## src/rtl/frame_ram_ctrl.sv

```systemverilog
// rtl/frame_ram_ctrl.sv - frame RAM writer/reader with min/max stats and 2-entry output FIFO
module frame_ram_ctrl #(
    parameter int DATA_WIDTH = 8,
    parameter int RAM_DEPTH  = 76800,
    parameter int ADDR_WIDTH = $clog2(RAM_DEPTH)
) (
    input  logic                  clk_i_ctrl,
    input  logic                  rst_i_ctrl,
    input  logic                  start_i,
    input  logic                  pix_valid_i,
    input  logic [DATA_WIDTH-1:0] pix_data_i,
    output logic                  pix_ready_o,
    output logic                  out_valid_o,
    output logic [DATA_WIDTH-1:0] out_data_o,
    output logic                  out_last_o,
    input  logic                  out_ready_i,
    output logic [DATA_WIDTH-1:0] min_o,
    output logic [DATA_WIDTH-1:0] max_o,
    output logic                  stats_valid_o,
    output logic                  en_o_ram,
    output logic                  we_o_ram,
    output logic                  re_o_ram,
    output logic [ADDR_WIDTH-1:0] address_o_ram,
    output logic [DATA_WIDTH-1:0] data_o_ram,
    input  logic [DATA_WIDTH-1:0] data_i_ram,
    input  logic                  write2ram_done_i,
    input  logic                  read_from_ram_done_i,
    output logic                  busy_o,
    output logic                  frame_done_o,
    output logic                  err_o
);

    typedef enum logic [2:0] {
        S_IDLE,
        S_WRITE,
        S_WR_CHECK,
        S_READ,
        S_DRAIN
    } state_t;

    localparam logic [ADDR_WIDTH-1:0] LAST_ADDR = ADDR_WIDTH'(RAM_DEPTH - 1);
    localparam logic [ADDR_WIDTH-1:0] ADDR_ONE  = ADDR_WIDTH'(1);

    state_t                state;
    logic [ADDR_WIDTH-1:0] wr_addr;
    logic [ADDR_WIDTH-1:0] rd_addr;
    logic [ADDR_WIDTH-1:0] out_idx;
    logic                  drain_first;

    logic [DATA_WIDTH-1:0] fifo_mem [2];
    logic                  fifo_wr_ptr;
    logic                  fifo_rd_ptr;
    logic [1:0]            fifo_count;
    logic                  inflight;

    logic                  wr_fire;
    logic                  rd_issue;
    logic                  pop;
    logic [2:0]            credit_used;

    // Handshakes, read credit and RAM drive; everything gated off while reset is asserted
    always_comb begin
        busy_o        = (state != S_IDLE);
        pix_ready_o   = (state == S_WRITE) && !rst_i_ctrl;
        out_valid_o   = (fifo_count != 2'd0);
        out_data_o    = fifo_mem[fifo_rd_ptr];
        out_last_o    = out_valid_o && (out_idx == LAST_ADDR);
        wr_fire       = pix_ready_o && pix_valid_i;
        pop           = out_valid_o && out_ready_i;
        credit_used   = {1'b0, fifo_count} + {2'b00, inflight} - {2'b00, pop};
        rd_issue      = (state == S_READ) && !rst_i_ctrl && (credit_used < 3'd2);
        en_o_ram      = wr_fire || rd_issue;
        we_o_ram      = wr_fire;
        re_o_ram      = rd_issue;
        address_o_ram = wr_fire ? wr_addr : (rd_issue ? rd_addr : '0);
        data_o_ram    = wr_fire ? pix_data_i : '0;
    end

    // Frame sequencing, statistics and done-flag checking
    always_ff @(posedge clk_i_ctrl) begin
        if (rst_i_ctrl) begin
            state         <= S_IDLE;
            wr_addr       <= '0;
            rd_addr       <= '0;
            drain_first   <= 1'b0;
            min_o         <= '0;
            max_o         <= '0;
            stats_valid_o <= 1'b0;
            frame_done_o  <= 1'b0;
            err_o         <= 1'b0;
        end else begin
            frame_done_o <= 1'b0;
            case (state)
                S_IDLE: begin
                    if (start_i) begin
                        wr_addr       <= '0;
                        min_o         <= '1;
                        max_o         <= '0;
                        stats_valid_o <= 1'b0;
                        state         <= S_WRITE;
                    end
                end
                S_WRITE: begin
                    if (wr_fire) begin
                        if (pix_data_i < min_o) min_o <= pix_data_i;
                        if (pix_data_i > max_o) max_o <= pix_data_i;
                        if (wr_addr == LAST_ADDR) state <= S_WR_CHECK;
                        else                      wr_addr <= wr_addr + ADDR_ONE;
                    end
                end
                S_WR_CHECK: begin
                    if (!write2ram_done_i) err_o <= 1'b1;
                    stats_valid_o <= 1'b1;
                    rd_addr       <= '0;
                    state         <= S_READ;
                end
                S_READ: begin
                    if (rd_issue) begin
                        if (rd_addr == LAST_ADDR) begin
                            drain_first <= 1'b1;
                            state       <= S_DRAIN;
                        end else begin
                            rd_addr <= rd_addr + ADDR_ONE;
                        end
                    end
                end
                S_DRAIN: begin
                    drain_first <= 1'b0;
                    if (drain_first && !read_from_ram_done_i) err_o <= 1'b1;
                    // The last pixel is the only one left, so its pop empties the pipe
                    if (pop && out_last_o) begin
                        frame_done_o <= 1'b1;
                        state        <= S_IDLE;
                    end
                end
                default: state <= S_IDLE;
            endcase
        end
    end

    // Output FIFO: capture read data one cycle after issue, track popped pixel index
    always_ff @(posedge clk_i_ctrl) begin
        if (rst_i_ctrl) begin
            for (int i = 0; i < 2; i++) fifo_mem[i] <= '0;
            fifo_wr_ptr <= 1'b0;
            fifo_rd_ptr <= 1'b0;
            fifo_count  <= 2'd0;
            inflight    <= 1'b0;
            out_idx     <= '0;
        end else begin
            inflight <= rd_issue;
            if (inflight) begin
                fifo_mem[fifo_wr_ptr] <= data_i_ram;
                fifo_wr_ptr           <= ~fifo_wr_ptr;
            end
            if (pop) fifo_rd_ptr <= ~fifo_rd_ptr;
            fifo_count <= fifo_count + {1'b0, inflight} - {1'b0, pop};
            if (state == S_WR_CHECK) out_idx <= '0;
            else if (pop)            out_idx <= out_idx + ADDR_ONE;
        end
    end

endmodule
```

## config.mk

```make
export PLATFORM = sky130hd
export DESIGN_NAME = frame_ram_ctrl
export DESIGN_NICKNAME = d
export VERILOG_FILES = /design/src/rtl/frame_ram_ctrl.sv
export SDC_FILE = /design/constraint.sdc
export NUM_CORES = 1
export LEC_CHECK = 0
export CAP_MARGIN = 30
export CORE_MARGIN = 2
export CORE_UTILIZATION = 45
export DETAILED_ROUTE_END_ITERATION = 6
export GPL_TIMING_DRIVEN = 0
export PLACE_DENSITY_LB_ADDON = 0.12
export SYNTH_ARGS = -nofsm -noshare
export SYNTH_HDL_FRONTEND = slang
export SYNTH_SLANG_ARGS = --single-unit
```

## constraint.sdc

```tcl
create_clock -name clk_i_ctrl -period 7.2 [get_ports clk_i_ctrl]
set_input_delay 0.72 -clock clk_i_ctrl [delete_from_list [all_inputs] [get_ports clk_i_ctrl]]
set_output_delay 0.72 -clock clk_i_ctrl [all_outputs]
set_load 0.1 [all_outputs]
```

-- After elaboration in Yosys (flattened, before gate mapping)
Memory sizes are Yosys's and may differ from the RTL's. A register that Yosys moved wholly into a read port is not among the register bits.
Index checks and enable logic that the tools add are counted.
W data, S select, Z words.
- $add $sub $neg: 7
- $mul: 0
- div/mod/pow operators: 0
- magnitude comparators: 3
- eq/ne operators: 19
- shifts and indexed selects: 0
- multiplexer cells: 44
- bitwise operators: 3
- reduce and logical (&&, ||, !) cells: 30
- operator list (kind ; count):
    $mux W17 ; 7
    $pmux W17 S2 ; 2
    $mux W8 ; 8
    $add A17 B1 Y17 const B ; 3
    $eq A17 B17 Y1 const B ; 3
    $pmux W8 S2 ; 2
    $mux W3 ; 6
    $ne A2 B2 Y1 const B ; 8
    $mux W1 ; 15
    $pmux W3 S5 ; 1
    $reduce_and A4 Y1 ; 3
    $reduce_bool A2 Y1 ; 6
    $reduce_and A3 Y1 ; 3
    $gt A8 B8 Y1 ; 1
    $logic_and A1 B1 Y1 ; 8
    $lt A8 B8 Y1 ; 1
    $ne A2 B1 Y1 const B ; 4
    $reduce_or A8 Y1 ; 1
    $eq A3 B2 Y1 const B ; 2
    $pmux W1 S2 ; 3
    $reduce_and A6 Y1 ; 1
    $reduce_or A2 Y1 ; 2
    $add A2 B1 Y3 ; 1
    $eq A3 B1 Y1 const B ; 1
    11 further kinds ; 14
- bits in registers: 79
- latch bits: 0
- RAM bits: 16
- ROM bits: 0
- input port bits: 23
- output and inout bits: 59
- memories: 1
- memory list (name ; words ; bits a word ; read ports ; clocked after memory_dff ; wr ports ; line ; RTL):
    fifo_mem ; 2 ; 8 ; 1 ; 1 ; 2 ; 50 ; logic [DATA_WIDTH-1:0] fifo_mem [2];

-- Logic depth before layout (Yosys ltp)
- depth after elaboration: 7
- gate-level depth with buffers: 13
- mapped depth without buffers: 11

-- Worst setup path before layout
OpenSTA, ideal clock, no wires.
- path kind: input port to output port
- start: input out_ready_i
- end: output address_o_ram[10]
- arrival: 4912 ps
- data required time: 6480 ps
- slack: 1568 ps
- stages: 13
- path buffers: 2
- path through: o21a_1 -> clkbuf_1 -> ha_1 -> inv_1 -> ha_1 -> inv_1 -> fa_1 -> xnor2_1 -> nand3_1 -> nor2_1 -> clkbuf_1 -> nand2_1 -> o21ai_0
- cells in the longest elaborated chain, start to end: 6
- RTL lines (what ; line ; RTL):
    start, declared ; 16 ; input logic out_ready_i,
    $logic_and A1 B1 Y1 ; 69 ; pop = out_valid_o && out_ready_i;
    via pop ; 58 ; logic pop;
    $sub A3 B1 Y3 ; 70 ; credit_used = {1'b0, fifo_count} + {2'b00, inflight} - {2'b00, pop};
    $lt A3 B2 Y1 ; 71 ; rd_issue = (state == S_READ) && !rst_i_ctrl && (credit_used < 3'd2);
    $logic_and A1 B1 Y1 ; 71 ;
    via re_o_ram ; 22 ; output logic re_o_ram,
    $mux W17 (2 in a row) ; 75 ; address_o_ram = wr_fire ? wr_addr : (rd_issue ? rd_addr : '0);
    end, declared ; 23 ; output logic [ADDR_WIDTH-1:0] address_o_ram,
The timed path passes the listed nets, and every way through them passes these cells.

-- Worst setup path after layout
- start: input out_ready_i
- end: output address_o_ram[10]
- cells in the longest elaborated chain, start to end: 6
- RTL lines (what ; line):
    $logic_and A1 B1 Y1 ; 69
    via pop ; 58
    $sub A3 B1 Y3 ; 70
    $lt A3 B2 Y1 ; 71
    $logic_and A1 B1 Y1 ; 71
    $mux W17 (2 in a row) ; 75
The timed path passes the listed nets, and every way through them passes these cells.

==> results.md <==
Run status:
- The run finished with clean final reports.

STA:
- The share of the clock period used by the worst path is 0.874.
- The count of endpoints failing hold in the final timing report is 0.
- The aggregate negative setup slack is 0 ns.
- Measured against its own limit, the worst slew margin works out to 0.326.
- The final critical path time including I/O delays and setup is 6.30 ns.
- The final setup violation count is 0.
- Setup repair after global routing left no endpoint under its margin.
- The count of pins over their slew limit is 0.
- The clock arrives with 0.0117 ns of skew.
- The slew at the pin closest to its max-slew limit is 1.01 ns.
- The maximum frequency from static timing analysis is 159 MHz.

Place:
- The total of buffers placed on input and output ports is 81.
- The congestion estimate from routability-driven global placement came to 0.895.
- The total half-perimeter wirelength after legalization and detailed placement is 9370 microns.
- The instance count after placement with tap cells included is 779.

Layout:
- The share of cells above drive strength 1 is 0.0702.
- In the final layout, flip-flops and latches occupy 2080 sq um.
- Compared with the post-synthesis result, the final layout area differs by 23.7%.
- The layout has 1015 filler cells.
- The count of inserted antenna diode cells is 0.
- The final cell count without fillers is 795.
- The count of nets after finishing is 694.
- The area taken by multi-input logic gates is 2740 sq um.

Route:
- The detailed router finished its first iteration with 310 violations.
- Across all layers, the routed design uses 4520 vias.
- The overall routed net length is 12600 microns.
- The first detailed-routing pass took 4 iterations.
- The number of design rule violations left after detail routing is 0.
- The via-per-instance ratio is 5.69.
- The number of routed nets with antenna violations is 0.
- The average wire length per cell after detail routing is 15.8 microns.

Synth:
- In this run, synthesis inferred 16 flip-flops with an integrated enable.
- The post-synth net total is 600.
- The total standard cell area after synthesis is 5030 sq um.
- After synthesis, the share of flip-flops with an asynchronous set or reset is 0.
- During synthesis, Yosys emitted a total of 0 warnings.
- Counting flops and latches in the post-synthesis netlist gives 96.
- The distinct cell type count of the synthesized netlist is 62.
- The portion of the post-synthesis area used by sequential elements is 0.414.
- In the synthesized netlist the dominant register cell turns out to be sky130_fd_sc_hd__dfxtp_1.
- Dividing the synthesized area by the synthesized cell count gives 9.05 sq um.
- The gate count of the mapped netlist is 556.

Critical path:
- The slowest stage of the critical path belongs to the cell sky130_fd_sc_hd__clkdlybuf4s50_1.
- Traced cell by cell, the critical path runs through clkdlybuf4s50_1 > o21a_1 > clkbuf_1 > ha_1 > inv_1 > ha_1 > inv_1 > fa_1 > xnor2_1 > nand3_1 > nor2_1 > clkbuf_1 > nand2_1 > o21ai_0 > clkdlybuf4s50_1.
- STA puts the critical path data required time at 6.48 ns.
- The worst reg2reg path endpoint is rd_addr[15].
- The maximum net fanout on the critical path is 10.
- The biggest cell delay along the critical path is 1.17 ns.
- The gate family responsible for the most delay along the worst path is buffers and inverters.
- The total buffers and inverters traversed by the critical path is 6.
- Counting cells, the worst reg-to-reg path comes to 12.
- The worst endpoint data arrival time is 5.58 ns.
- The capturing element of the worst setup path is address_o_ram[10].
- The number of cells on the critical path is 15.
- The register-to-register setup slack is 3.34 ns.
- The type of the setup path with the least slack is input port to primary output.
- The most critical setup path has its startpoint at out_ready_i.
- The capturing element type of the critical path is a primary output.
- The startpoint kind of the worst setup timing path is an input port.
- The worst reg2reg path startpoint is fifo_count[1].

Worst hold path:
- The worst hold path belongs to the class flip-flop to flip-flop.

CTS:
- For the worst-skew pair, the clock arrives at the later sink with an insertion delay of 0.37 ns.
- In this run, CTS created clock tree buffers numbering 9.
- The clock tree from TritonCTS is yes.
- The number of instances resized during post-cts repair is 0.
- The level count of the clock H-tree is 3.
- The tree is rooted in a sky130_fd_sc_hd__clkbuf_8.
- Post-CTS timing repair inserted 0 buffers for setup.
- The clock passes through at most 2 buffers.
- Clock-pin slew was measured on the worst setup and hold paths at 0.09 ns.
- The CTS sink count is 96.
- The hold buffer count at cts is 0.

Flow run:
- The number of maximum-capacitance violations is 0.

Floorplan:
- The number of rows created at floorplan is 38.
- The die covers 12000 sq um.
- The die is 110 microns wide.
- The region available for standard cell placement spans 10900 sq um.
- The number of I/O pins is 82.
- The effective utilization at floorplan is 0.462.
- Measured along the y axis, the die boundary spans 110 microns.

GRT:
- The number of global-route vias before repair is 4227.
- The initial antenna violation count is 0.
- The overall fraction of global-route tracks in use is 0.213.
- Entering global routing, the biggest net connects 17 pins.
- The global-route wire length before repair is 20200 microns.
- Global routing finished with a remaining overflow of 0.

Power and ir drop:
- VDD sags by at most 0.000130 V.
- For this design the ratio of total power to cell area is 211 nW/um^2.
- The leakage power is 2.21 nW.
placed cells by master (no fill, tap or decap), types with 4 or more instances in the layout:
cell type,n
sky130_fd_sc_hd__o21ai_0,18
sky130_fd_sc_hd__xnor2_1,15
sky130_fd_sc_hd__a21oi_1,27
sky130_fd_sc_hd__dfxtp_1,80
sky130_fd_sc_hd__nor2b_1,4
sky130_fd_sc_hd__a211oi_1,10
sky130_fd_sc_hd__nand3b_1,6
sky130_fd_sc_hd__nor3b_1,4
sky130_fd_sc_hd__nor2_1,55
sky130_fd_sc_hd__o31ai_1,5
sky130_fd_sc_hd__and2_1,19
sky130_fd_sc_hd__ha_1,20
sky130_fd_sc_hd__and3_1,13
sky130_fd_sc_hd__clkbuf_1,18
sky130_fd_sc_hd__nand3_1,13
sky130_fd_sc_hd__nand4_1,17
sky130_fd_sc_hd__a31o_2,5
sky130_fd_sc_hd__or3_1,12
sky130_fd_sc_hd__inv_1,29
sky130_fd_sc_hd__clkdlybuf4s50_1,81
sky130_fd_sc_hd__edfxtp_1,16
sky130_fd_sc_hd__xor2_1,10
sky130_fd_sc_hd__nor3_1,14
sky130_fd_sc_hd__and4_1,4
sky130_fd_sc_hd__nor4_1,7
sky130_fd_sc_hd__clkbuf_8,9
sky130_fd_sc_hd__nand2_1,36
sky130_fd_sc_hd__or4_1,4
sky130_fd_sc_hd__a211oi_2,4
sky130_fd_sc_hd__mux2i_1,8
sky130_fd_sc_hd__mux2_2,8
sky130_fd_sc_hd__a22o_1,26
layer usage:
metal	GRT usage	up-vias	share of wire
met1	0.271	2152	0.44
li1	-	2227	-
met3	0.0427	12	0.062
met2	0.366	129	0.49
met5	0	-	0
met4	0.0597	0	0.011
power by group:
group | internal, mW | switching (mW) | leakage [nW]
clock | 0.160 | 0.193 | 0.0994
combinational | 0.111 | 0.266 | 1.30
sequential | 0.566 | 0.0170 | 0.812
worst min path at each step:
stage | from | endpoint | slack (ns) | depth (start not counted)
final | out_idx[6] | out_idx[6] | 0.50 | 2
after global routing | out_idx[6] | out_idx[6] | 0.52 | 2
after CTS | out_idx[6] | out_idx[6] | 0.50 | 2
after detailed placement | err_o | err_o | 0.49 | 2
after global placement | out_idx[6] | out_idx[6] | 0.47 | 2
after floorplan | out_idx[6] | out_idx[6] | 0.46 | 2
registers in the layout, indices dropped and copies added, names as in the netlist, named ones only:
signal and count:
out_idx 17, rd_addr 17, wr_addr 17, fifo_mem 16
max_o 8, min_o 8, state 3, fifo_count 2
drain_first 1, err_o 1, fifo_rd_ptr 1, fifo_wr_ptr 1
frame_done_o 1, inflight 1, stats_valid_o 1
cells in the mapped netlist (12+ instances only):
cell	n	share of area
sky130_fd_sc_hd__dfxtp_1	80	0.32
sky130_fd_sc_hd__nor2_1	55	0.041
sky130_fd_sc_hd__nand2_1	36	0.027
sky130_fd_sc_hd__inv_1	29	0.022
sky130_fd_sc_hd__a21oi_1	27	0.027
sky130_fd_sc_hd__a22o_1	26	0.045
sky130_fd_sc_hd__ha_1	20	0.050
sky130_fd_sc_hd__and2_1	19	0.024
sky130_fd_sc_hd__clkbuf_1	18	0.013
sky130_fd_sc_hd__o21ai_0	18	0.018
sky130_fd_sc_hd__nand4_1	17	0.021
sky130_fd_sc_hd__edfxtp_1	16	0.095
sky130_fd_sc_hd__xnor2_1	15	0.026
sky130_fd_sc_hd__nor3_1	14	0.014
sky130_fd_sc_hd__and3_1	13	0.016
sky130_fd_sc_hd__nand3_1	13	0.013
sky130_fd_sc_hd__or3_1	12	0.015
cells by family after synthesis:
family / synth area share
XOR/XNOR: 0.0435
flip-flops: 0.414
AND/OR/NAND/NOR: 0.239
multiplexers: 0.0338
adder cells (fa/ha/maj): 0.0537
buffers and inverters: 0.0415
AO/OA/AOI/OAI: 0.175
cell type report:
cell class                      count  share of cell area
Sequential cell                    96               0.334
Clock buffer                        9              0.0199
Inverter                           30              0.0181
Buffer                             24              0.0155
Multi-Input combinational cell    406               0.440
Clock inverter                      7              0.0113
Tap cell                          140              0.0281
Timing Repair Buffer               83               0.132
tightest hold or removal path, stage by stage (launching register included):
cell and delay, ns:
sky130_fd_sc_hd__dfxtp_1 0.32, sky130_fd_sc_hd__o21ai_0 0.07, sky130_fd_sc_hd__a21oi_1 0.06
metrics by stage:
step	setup WS [ns]	hold slack (ns)	cell area [sq um]	util	total power, mW
CTS	0.894	0.502	6220	0.572	1.32
finish	0.904	0.496	6220	0.572	1.31
detailed placement	0.903	0.485	6030	0.554	0.975
global route	0.620	0.522	6220	0.572	1.37
global placement	0.961	0.469	6020	0.553	0.968
floorplan	1.57	0.458	5030	-	0.884
Power figures use the tool's default switching activity.
